`config.mk`:
```
export PLATFORM = sky130hd
export DESIGN_NAME = spi_slave_if
export DESIGN_NICKNAME = d
export VERILOG_FILES = /design/src/rtl/spi_slave_if.sv
export SDC_FILE = /design/constraint.sdc
export NUM_CORES = 1
export LEC_CHECK = 0
export CAP_MARGIN = 20
export CORE_ASPECT_RATIO = 0.6
export CORE_UTILIZATION = 30
export CTS_CLUSTER_SIZE = 40
export DETAILED_ROUTE_END_ITERATION = 7
export PLACE_DENSITY = 0.49
export SYNTH_ARGS = -nofsm -noshare
export SYNTH_HDL_FRONTEND = slang
export SYNTH_SLANG_ARGS = --single-unit
```
`constraint.sdc`:
```
create_clock -name clk_top -period 1.95 [get_ports clk_top]
set_input_delay 0.4875 -clock clk_top [delete_from_list [all_inputs] [get_ports clk_top]]
set_output_delay 0.4875 -clock clk_top [all_outputs]
set_load 0.005 [all_outputs]
```
`src/rtl/spi_slave_if.sv`:
```
// SPI mode-0 responder (MSB first, fixed DATA_W-bit frames) with oversampled
// inputs, a one-entry TX holding buffer and a one-cycle RX valid pulse.
module spi_slave_if #(
    parameter int                DATA_W      = 32,
    parameter int                SYNC_STAGES = 2,
    parameter logic [DATA_W-1:0] IDLE_WORD   = 32'h0000_0000
) (
    input  logic              clk_top,
    input  logic              reset,
    input  logic              sclk_in,
    input  logic              cs_in,
    input  logic              mosi_in,
    output logic              miso_out,
    output logic              miso_oe,
    input  logic [DATA_W-1:0] tx_data,
    input  logic              tx_valid,
    output logic              tx_ready,
    output logic [DATA_W-1:0] rx_data,
    output logic              rx_valid,
    output logic              frame_abort,
    output logic              tx_underrun,
    output logic              busy
);

    localparam int              CNT_W    = $clog2(DATA_W);
    localparam logic [CNT_W-1:0] LAST_BIT = CNT_W'(DATA_W - 1);

    typedef enum logic {
        IDLE,
        SHIFT
    } state_t;

    state_t                 state;
    logic [SYNC_STAGES-1:0] sclk_sync;
    logic [SYNC_STAGES-1:0] cs_sync;
    logic [SYNC_STAGES-1:0] mosi_sync;
    logic                   sclk_s, cs_s, mosi_s;
    logic                   sclk_q, cs_q;
    logic                   sclk_rise, sclk_fall, cs_rise, cs_fall;

    logic [CNT_W-1:0]       bit_cnt;
    logic                   wrap;
    // Both shifters hold DATA_W-1 bits: the bit on the wire lives in miso_out,
    // and the last received bit comes straight from mosi_s.
    logic [DATA_W-2:0]      tx_sh;
    logic [DATA_W-2:0]      rx_sh;
    logic [DATA_W-1:0]      buf_q;
    logic                   buf_full;
    logic                   rx_pend;
    logic                   load;
    logic [DATA_W-1:0]      load_word;

    assign sclk_s    = sclk_sync[SYNC_STAGES-1];
    assign cs_s      = cs_sync[SYNC_STAGES-1];
    assign mosi_s    = mosi_sync[SYNC_STAGES-1];
    assign sclk_rise = sclk_s & ~sclk_q;
    assign sclk_fall = ~sclk_s & sclk_q;
    assign cs_rise   = cs_s & ~cs_q;
    assign cs_fall   = ~cs_s & cs_q;

    assign tx_ready  = ~buf_full;
    assign busy      = (state == SHIFT);

    // Synchronizers preset to the idle bus (sclk low, cs high) so leaving
    // reset never fakes a select edge.
    always_ff @(posedge clk_top) begin
        // NOTE: synchronous reset is tested inside the clocked block; every
        // register here is a flop that must reset, so none is left out.
        if (!reset) begin
            sclk_sync <= '0;
            cs_sync   <= '1;
            mosi_sync <= '0;
            sclk_q    <= 1'b0;
            cs_q      <= 1'b1;
        end else begin
            // NOTE: non-blocking so each stage takes the previous stage's old value.
            sclk_sync <= {sclk_sync[SYNC_STAGES-2:0], sclk_in};
            cs_sync   <= {cs_sync[SYNC_STAGES-2:0], cs_in};
            mosi_sync <= {mosi_sync[SYNC_STAGES-2:0], mosi_in};
            sclk_q    <= sclk_s;
            cs_q      <= cs_s;
        end
    end

    always_comb begin
        // NOTE: defaults first so no path through the case can infer a latch.
        load      = 1'b0;
        load_word = buf_full ? buf_q : IDLE_WORD;
        case (state)
            IDLE:    load = cs_fall;
            SHIFT:   load = !cs_rise && !sclk_rise && sclk_fall && wrap;
            default: load = 1'b0;
        endcase
    end

    always_ff @(posedge clk_top) begin
        if (!reset) begin
            state       <= IDLE;
            bit_cnt     <= '0;
            wrap        <= 1'b0;
            tx_sh       <= '0;
            rx_sh       <= '0;
            buf_q       <= '0;
            buf_full    <= 1'b0;
            miso_out    <= 1'b0;
            miso_oe     <= 1'b0;
            rx_data     <= '0;
            rx_pend     <= 1'b0;
            rx_valid    <= 1'b0;
            frame_abort <= 1'b0;
            tx_underrun <= 1'b0;
        end else begin
            rx_valid    <= rx_pend;
            rx_pend     <= 1'b0;
            frame_abort <= 1'b0;
            tx_underrun <= 1'b0;

            // A handshake can only happen while empty, so a simultaneous load
            // takes IDLE_WORD and the new word stays buffered.
            if (tx_valid && tx_ready) begin
                buf_q    <= tx_data;
                buf_full <= 1'b1;
            end else if (load) begin
                buf_full <= 1'b0;
            end

            if (load) begin
                tx_sh       <= load_word[DATA_W-2:0];
                miso_out    <= load_word[DATA_W-1];
                tx_underrun <= !buf_full;
            end

            case (state)
                IDLE: begin
                    if (cs_fall) begin
                        state   <= SHIFT;
                        bit_cnt <= '0;
                        wrap    <= 1'b0;
                        rx_sh   <= '0;
                        miso_oe <= 1'b1;
                    end
                end
                SHIFT: begin
                    if (cs_rise) begin
                        state       <= IDLE;
                        bit_cnt     <= '0;
                        wrap        <= 1'b0;
                        rx_sh       <= '0;
                        miso_oe     <= 1'b0;
                        miso_out    <= 1'b0;
                        frame_abort <= (bit_cnt != '0);
                    end else if (sclk_rise) begin
                        rx_sh <= {rx_sh[DATA_W-3:0], mosi_s};
                        if (bit_cnt == LAST_BIT) begin
                            rx_data <= {rx_sh, mosi_s};
                            rx_pend <= 1'b1;
                            bit_cnt <= '0;
                            wrap    <= 1'b1;
                        end else begin
                            bit_cnt <= bit_cnt + 1'b1;
                        end
                    end else if (sclk_fall) begin
                        if (wrap) begin
                            wrap <= 1'b0;
                        end else begin
                            tx_sh    <= {tx_sh[DATA_W-3:0], 1'b0};
                            miso_out <= tx_sh[DATA_W-2];
                        end
                    end
                end
                default: state <= IDLE;
            endcase
        end
    end

endmodule
```
**Word-level counts from Yosys, hierarchy flattened**

Cells that the tools add are included.

- $add $sub $neg: 1
- Equal/unequal tests: 6
- Muxes and demuxes: 38
- Bitwise operators: 13
- Reductions and logical operators: 16

Operators by type and width:

| kind | count |
|---|---|
| 31-bit 2-to-1 mux | 9 |
| 31-bit one-hot mux with 2 select lines | 1 |
| 32-bit 2-to-1 mux | 1 |
| 5-bit 2-to-1 mux | 4 |
| 1-bit 2-to-1 mux | 18 |
| 5-bit one-hot mux with 2 select lines | 1 |
| 1-bit inverter | 9 |
| 1-bit one-hot mux with 2 select lines | 4 |
| 2-bit AND reduction | 3 |
| 3-bit AND reduction | 2 |
| 5-bit by 1-bit adder with 5-bit output, second input constant | 1 |
| 5-bit equality test, second input constant | 1 |
| 5-bit nonzero test | 1 |
| 1-bit bitwise AND | 4 |
| 1-bit logical AND | 4 |
| 4-bit by 1-bit != test with 1-bit output, second input constant | 1 |
| 4-bit by 2-bit != test with 1-bit output, second input constant | 1 |
| 4-bit AND reduction | 1 |
| 4-bit OR reduction | 1 |
| 1-bit logical NOT | 3 |
| 3-bit by 1-bit != test with 1-bit output, second input constant | 1 |
| 2-bit by 1-bit != test with 1-bit output, second input constant | 1 |
| 2-bit != test, second input constant | 1 |
| 2-bit nonzero test | 1 |

- Flip-flop bits (word level): 148
- Input port bits: 38
- Output and inout bits: 39
- Word-level logic and storage cells: 93

**Logic depth before layout (Yosys ltp)**

- Word-level depth: 13
- Depth in mapped cells: 7
- Gate-level depth less buffers: 7

**Worst setup path after synthesis**

OpenSTA, ideal clock, no wires.

- Path kind: flip-flop to flip-flop
- From: register bit_cnt[0]
- To: register rx_data[0]
- Setup time: 0.117 ns
- Arrival time: 1.525 ns
- Data required time: 1.833 ns
- Setup slack: 0.308 ns
- Cell stages (with the launch flop): 8
- Buffers on the path: 2
- Cells stage by stage: dfxtp_1 ha_1 and3_1 ha_1 and3_1 buf_2 buf_6 a22o_1

- Word-level cells in the longest chain between the ends: 2

RTL lines:

| item | line | RTL |
|---|---|---|
| start: declaration | 41 | `logic [CNT_W-1:0] bit_cnt;` |
| start signal: assignment | 160 | `bit_cnt <= bit_cnt + 1'b1;` |
| 5-bit equality test | 154 | `if (bit_cnt == LAST_BIT) begin` |
| 4-bit AND reduction (no source line) | n/a |  |
| end signal: assignment | 155 | `rx_data <= {rx_sh, mosi_s};` |
| end: declaration | 18 | `output logic [DATA_W-1:0] rx_data,` |

No other way between the ends.
A chain may end at the register's enable or synchronous reset.

**Worst setup path in the final report**

- From: register bit_cnt[1]
- To: register bit_cnt[3]

- Word-level cells in the longest chain between the ends: 5
- Elaborated cells on any way between the ends: 6

RTL lines:

| item | line | RTL |
|---|---|---|
| 5-bit by 1-bit adder with 5-bit output or 5-bit equality test (tied branches) | 160, 154 |  |
| 5-bit 2-to-1 mux (*) | 154 |  |
| 5-bit 2-to-1 mux (*) | 152 | `end else if (sclk_rise) begin` |
| 5-bit 2-to-1 mux (*) | 144 | `if (cs_rise) begin` |
| 5-bit one-hot mux with 2 select lines (*) | 133 | `case (state)` |

Every way passes the cells marked *; elsewhere a longest branch is shown, timed or not. The select of a mux whose other input is x is not followed.

==> impl_metrics.csv <==
group,metric,value,unit
synth,synth_ff_type,"dfxtp_1",
route,drtAntennaViolNets,0,
placed_design,detailed_place_hpwl,8.10,mm
route,drt-initial-drc-count,352,
die,die_w,181,um
setup_path,r2r_setup_slack,0.15,ns
global_routing,grt.total_usage,13.7,%
global_routing,antenna_found_initial,0,
pwr,internal_power,0.00562,W
setup_path,cp_cell_sequence,"ha_1 > and3_1 > ha_4 > buf_4 > inv_1 > and3_1 > a22oi_1 > o32ai_2",
global_routing,grt.overflow.total,0,
timing,fin_crit_sh,92.5,%
setup_path,rr_worst_depth,8,
placed_design,post-place-ws,-0.0365,ns
setup_path,cp.depth,8,
cells_and_area,finalNonFillerCells,907,
setup_path,slowest_delay,0.38,ns
pwr,vdd_ir_drop_max,0.000528,V
clock_tree,cts_sinks,148,
setup_path,worstPathMaxFanout,4,
die,die-area,19900,um2
clock_tree,cts.clk_slew.worst_paths,0.06,ns
route,num_vias,4451,
synth,syn-num-nets,639,
timing,layout_min_cycle_time,1.80,ns
job,drv_cap,0,
clock_tree,clk-insertion-delay-late,0.41,ns
clock_tree,cts_buffer_depth,2,
pwr,power.share.clock,49.7,%
placed_design,placed_area,6760,um2
setup_path,required,2.23,ns
setup_path,path_common_cell,"and3_1",
cells_and_area,drive_above_1_share,12.1,%
route,drc_errors,0,
cells_and_area,final_cell_area,7430,um2
global_routing,grt_pass1_vias,4345,
route,wire_per_inst,14.3,um
pwr,swShare,21.6,%
pwr,pwr-share-seq,44.0,%
clock_tree,h-tree-depth,4,
die,placeableCoreArea,18500,um2
placed_design,globalplace.congestion,0.715,
pwr,powerDensity,965,nW/um2
route,viasPerCell,4.91,
die,ioPinCount,77,
timing,max_slew_margin,64.4,%
setup_path,cpLargestDelayFamily,"simple AND/OR/NAND/NOR gates",
synth,yosysUniqueCellTypes,41,
synth,ys_seq_area_share,51.1,%
synth,syn_inst,598,
cells_and_area,num_antenna_cells,0,
clock_tree,root_buffer,"clkbuf_16",
hold_path,hold_path.class,"reg2reg",
setup_path,critPathKind,"reg2reg",
clock_tree,hold_buffers,0,
setup_path,arrival,2.09,ns
outcome,status,"completed",
pwr,p_sw,0.00155,W
timing,grt_setup_unrepaired,"false",
setup_path,critPathBufInv,2,
route,dr.pass1.iters,4,
timing,holdWs,0.409,ns
placed_design,dp_cells,876,
synth,ys_ff_latch,148,
timing,setup_ws,0.147,ns
synth,ys_warn_count,0,
synth,syn_avg_cell_area,9.69,um2
timing,fmax,555,MHz
synth,synth-edff-count,0,
timing,finalHoldViolations,0,
synth,yosysTopAreaCellShare,51.1,%
die,die_h,110,um
setup_path,timing.rr.start,"bit_cnt[1]",
setup_path,crit_end,"bit_cnt[3]",
cells_and_area,nets,697,
setup_path,r2r_end,"bit_cnt[3]",
pwr,leakage,2.64,nW
placed_design,port_buffers,76,
synth,ys_async_sr_fraction,0,%
route,wirelength,13.0,mm
timing,fin_skew,0.00921,ns
timing,setup_viol,0,
synth,synthTopCellsByArea,"dfxtp_1, a32oi_1, nand2_1",
synth,yosys.area.top_type,"dfxtp_1",
setup_path,start_kind,"flop",
global_routing,grt_first_pass_wirelength,21.8,mm
die,start_util,31.3,%
clock_tree,cts_tree,"yes",
setup_path,critPathCaptureType,"flop",
pwr,comb_power_share,6.3,%
global_routing,grt_max_degree,65,
setup_path,critPathLaunch,"bit_cnt[1]",
die,fp-row-count,38,
cells_and_area,layout-area-overhead-vs-synth,28.2,%
synth,syn_area,5800,um2
clock_tree,cts_buffers,17,
clock_tree,post_cts_buffers,0,
setup_path,slowest_stage,"dfxtp_1",
timing,tightest_slew,0.532,ns
timing,maxSlewViolCount,0,
==> synth_stat cells, types with 2 or more instances <==
cell	instances
a32oi_1	33
buf_4	5
and2_1	8
nor2_1	31
buf_2	18
nor2b_1	37
nand2b_1	5
o21ai_0	32
and3_1	4
nand3b_1	2
nand2_1	74
a211oi_2	20
inv_1	7
dfxtp_1	148
o22ai_1	2
a22oi_1	2
ha_1	3
nand3_1	7
a21oi_1	33
a21boi_1	32
buf_6	8
a211oi_1	10
nor3b_2	2
a22o_1	31
a21boi_0	3
clkbuf_1	26
==> sequential cells by signal, summed over array words and instances (netlist names) <==
name         cells
rx_valid         1
rx_data         32
sclk_sync        2
buf_q           32
tx_sh           31
mosi_sync        2
frame_abort      1
rx_sh           31
miso_out         1
bit_cnt          5
miso_oe          1
buf_full         1
rx_pend          1
sclk_q           1
cs_q             1
cs_sync          2
busy             1
wrap             1
tx_underrun      1
==> power groups by stage <==
| stage | clock network [W] | registers [W] | logic (W) |
|---|---|---|---|
| floorplan | 0 | 0.00321 | 0.000294 |
| global placement | 0 | 0.00322 | 0.000445 |
| detailed placement | 0 | 0.00322 | 0.000452 |
| CTS | 0.00365 | 0.00316 | 0.000458 |
| global route | 0.00378 | 0.00316 | 0.000505 |
| finish | 0.00357 | 0.00316 | 0.000451 |
==> per-stage QoR <==
step	power (W)	setup TNS, ns	utilization, %
after global routing	0.00745	0	40.2
final	0.00717	0	40.2
after global placement	0.00367	0	36.5
after CTS	0.00727	0	40.1
after detailed placement	0.00367	-0.531	36.5
after floorplan	0.00350	0	-
==> metal layers <==
| metal | GRT usage (%) | wire length [um] | share of wire [%] | vias up |
|---|---|---|---|---|
| met3 | 3.15 | 493 | 3.8 | 10 |
| met4 | 4.90 | 131 | 1.0 | 0 |
| met1 | 19.2 | 6910 | 53 | 2108 |
| met5 | 0 | 0 | 0 | - |
| li1 | - | - | - | 2249 |
| met2 | 20.7 | 5450 | 42 | 84 |
==> worst min-delay path by stage <==
stage / startpoint / to / slack (ns) / depth (start not counted)
2_1_floorplan: cs_sync[0] / cs_sync[1] / 0.39 / 1
3_5_place_dp: cs_sync[0] / cs_sync[1] / 0.40 / 1
6_report: cs_sync[0] / cs_sync[1] / 0.41 / 1
3_3_place_gp: cs_sync[0] / cs_sync[1] / 0.41 / 1
5_1_grt: cs_sync[0] / cs_sync[1] / 0.43 / 1
4_1_cts: cs_sync[0] / cs_sync[1] / 0.41 / 1
==> layout by cell type (no fill, tap or decap), types with 2 or more instances in the layout <==
master           synthesis  final
a211oi_1                10     10
a211oi_2                20     20
a21boi_0                 3      3
a21boi_1                32     32
a21boi_4                 1      2
a21oi_1                 33     33
a22o_1                  31     31
a22oi_1                  2      2
a32oi_1                 33     33
and2_1                   8      8
and3_1                   4      4
buf_12                   0      5
buf_4                    5     14
bufinv_16                0      5
clkbuf_16                0     17
clkdlybuf4s50_1          0     75
clkinv_4                 0      3
clkinvlp_4               0      2
dfxtp_1                148    148
ha_1                     3      2
inv_1                    7      7
nand2_1                 74     74
nand2b_1                 5      5
nand3_1                  7      7
nand3b_1                 2      2
nor2_1                  31     31
nor2b_1                 37     36
nor3b_2                  2      2
o21ai_0                 32     32
o22ai_1                  2      2
==> kinds of logic after synthesis <==
| family | after synthesis | synth area share (%) |
|---|---|---|
| adder cells (fa/ha/maj) | 3 | 0.648 |
| buffers and inverters | 64 | 5.89 |
| multiplexers | 1 | 0.173 |
| AND/OR/NAND/NOR | 177 | 14.9 |
| AO/OA/AOI/OAI | 205 | 27.3 |
| flip-flops | 148 | 51.1 |
==> area by class of cell <==
class,instances,area (um2)
clock inverters,12,205
clock buffers,18,439
multi-input cells,387,2540
flip-flops and latches,148,2960
well taps,240,300
repair buffers,95,961
fillers,1836,11100
inverters,7,26.3
==> what timing repair did <==
action	CTS	global route
pin swaps	1	0
setup endpoints to repair	31	33
gates resized for setup	1	2
endpoints found under the hold margin	0	0
cloned	1	0
(Power assumes the default switching activity.)
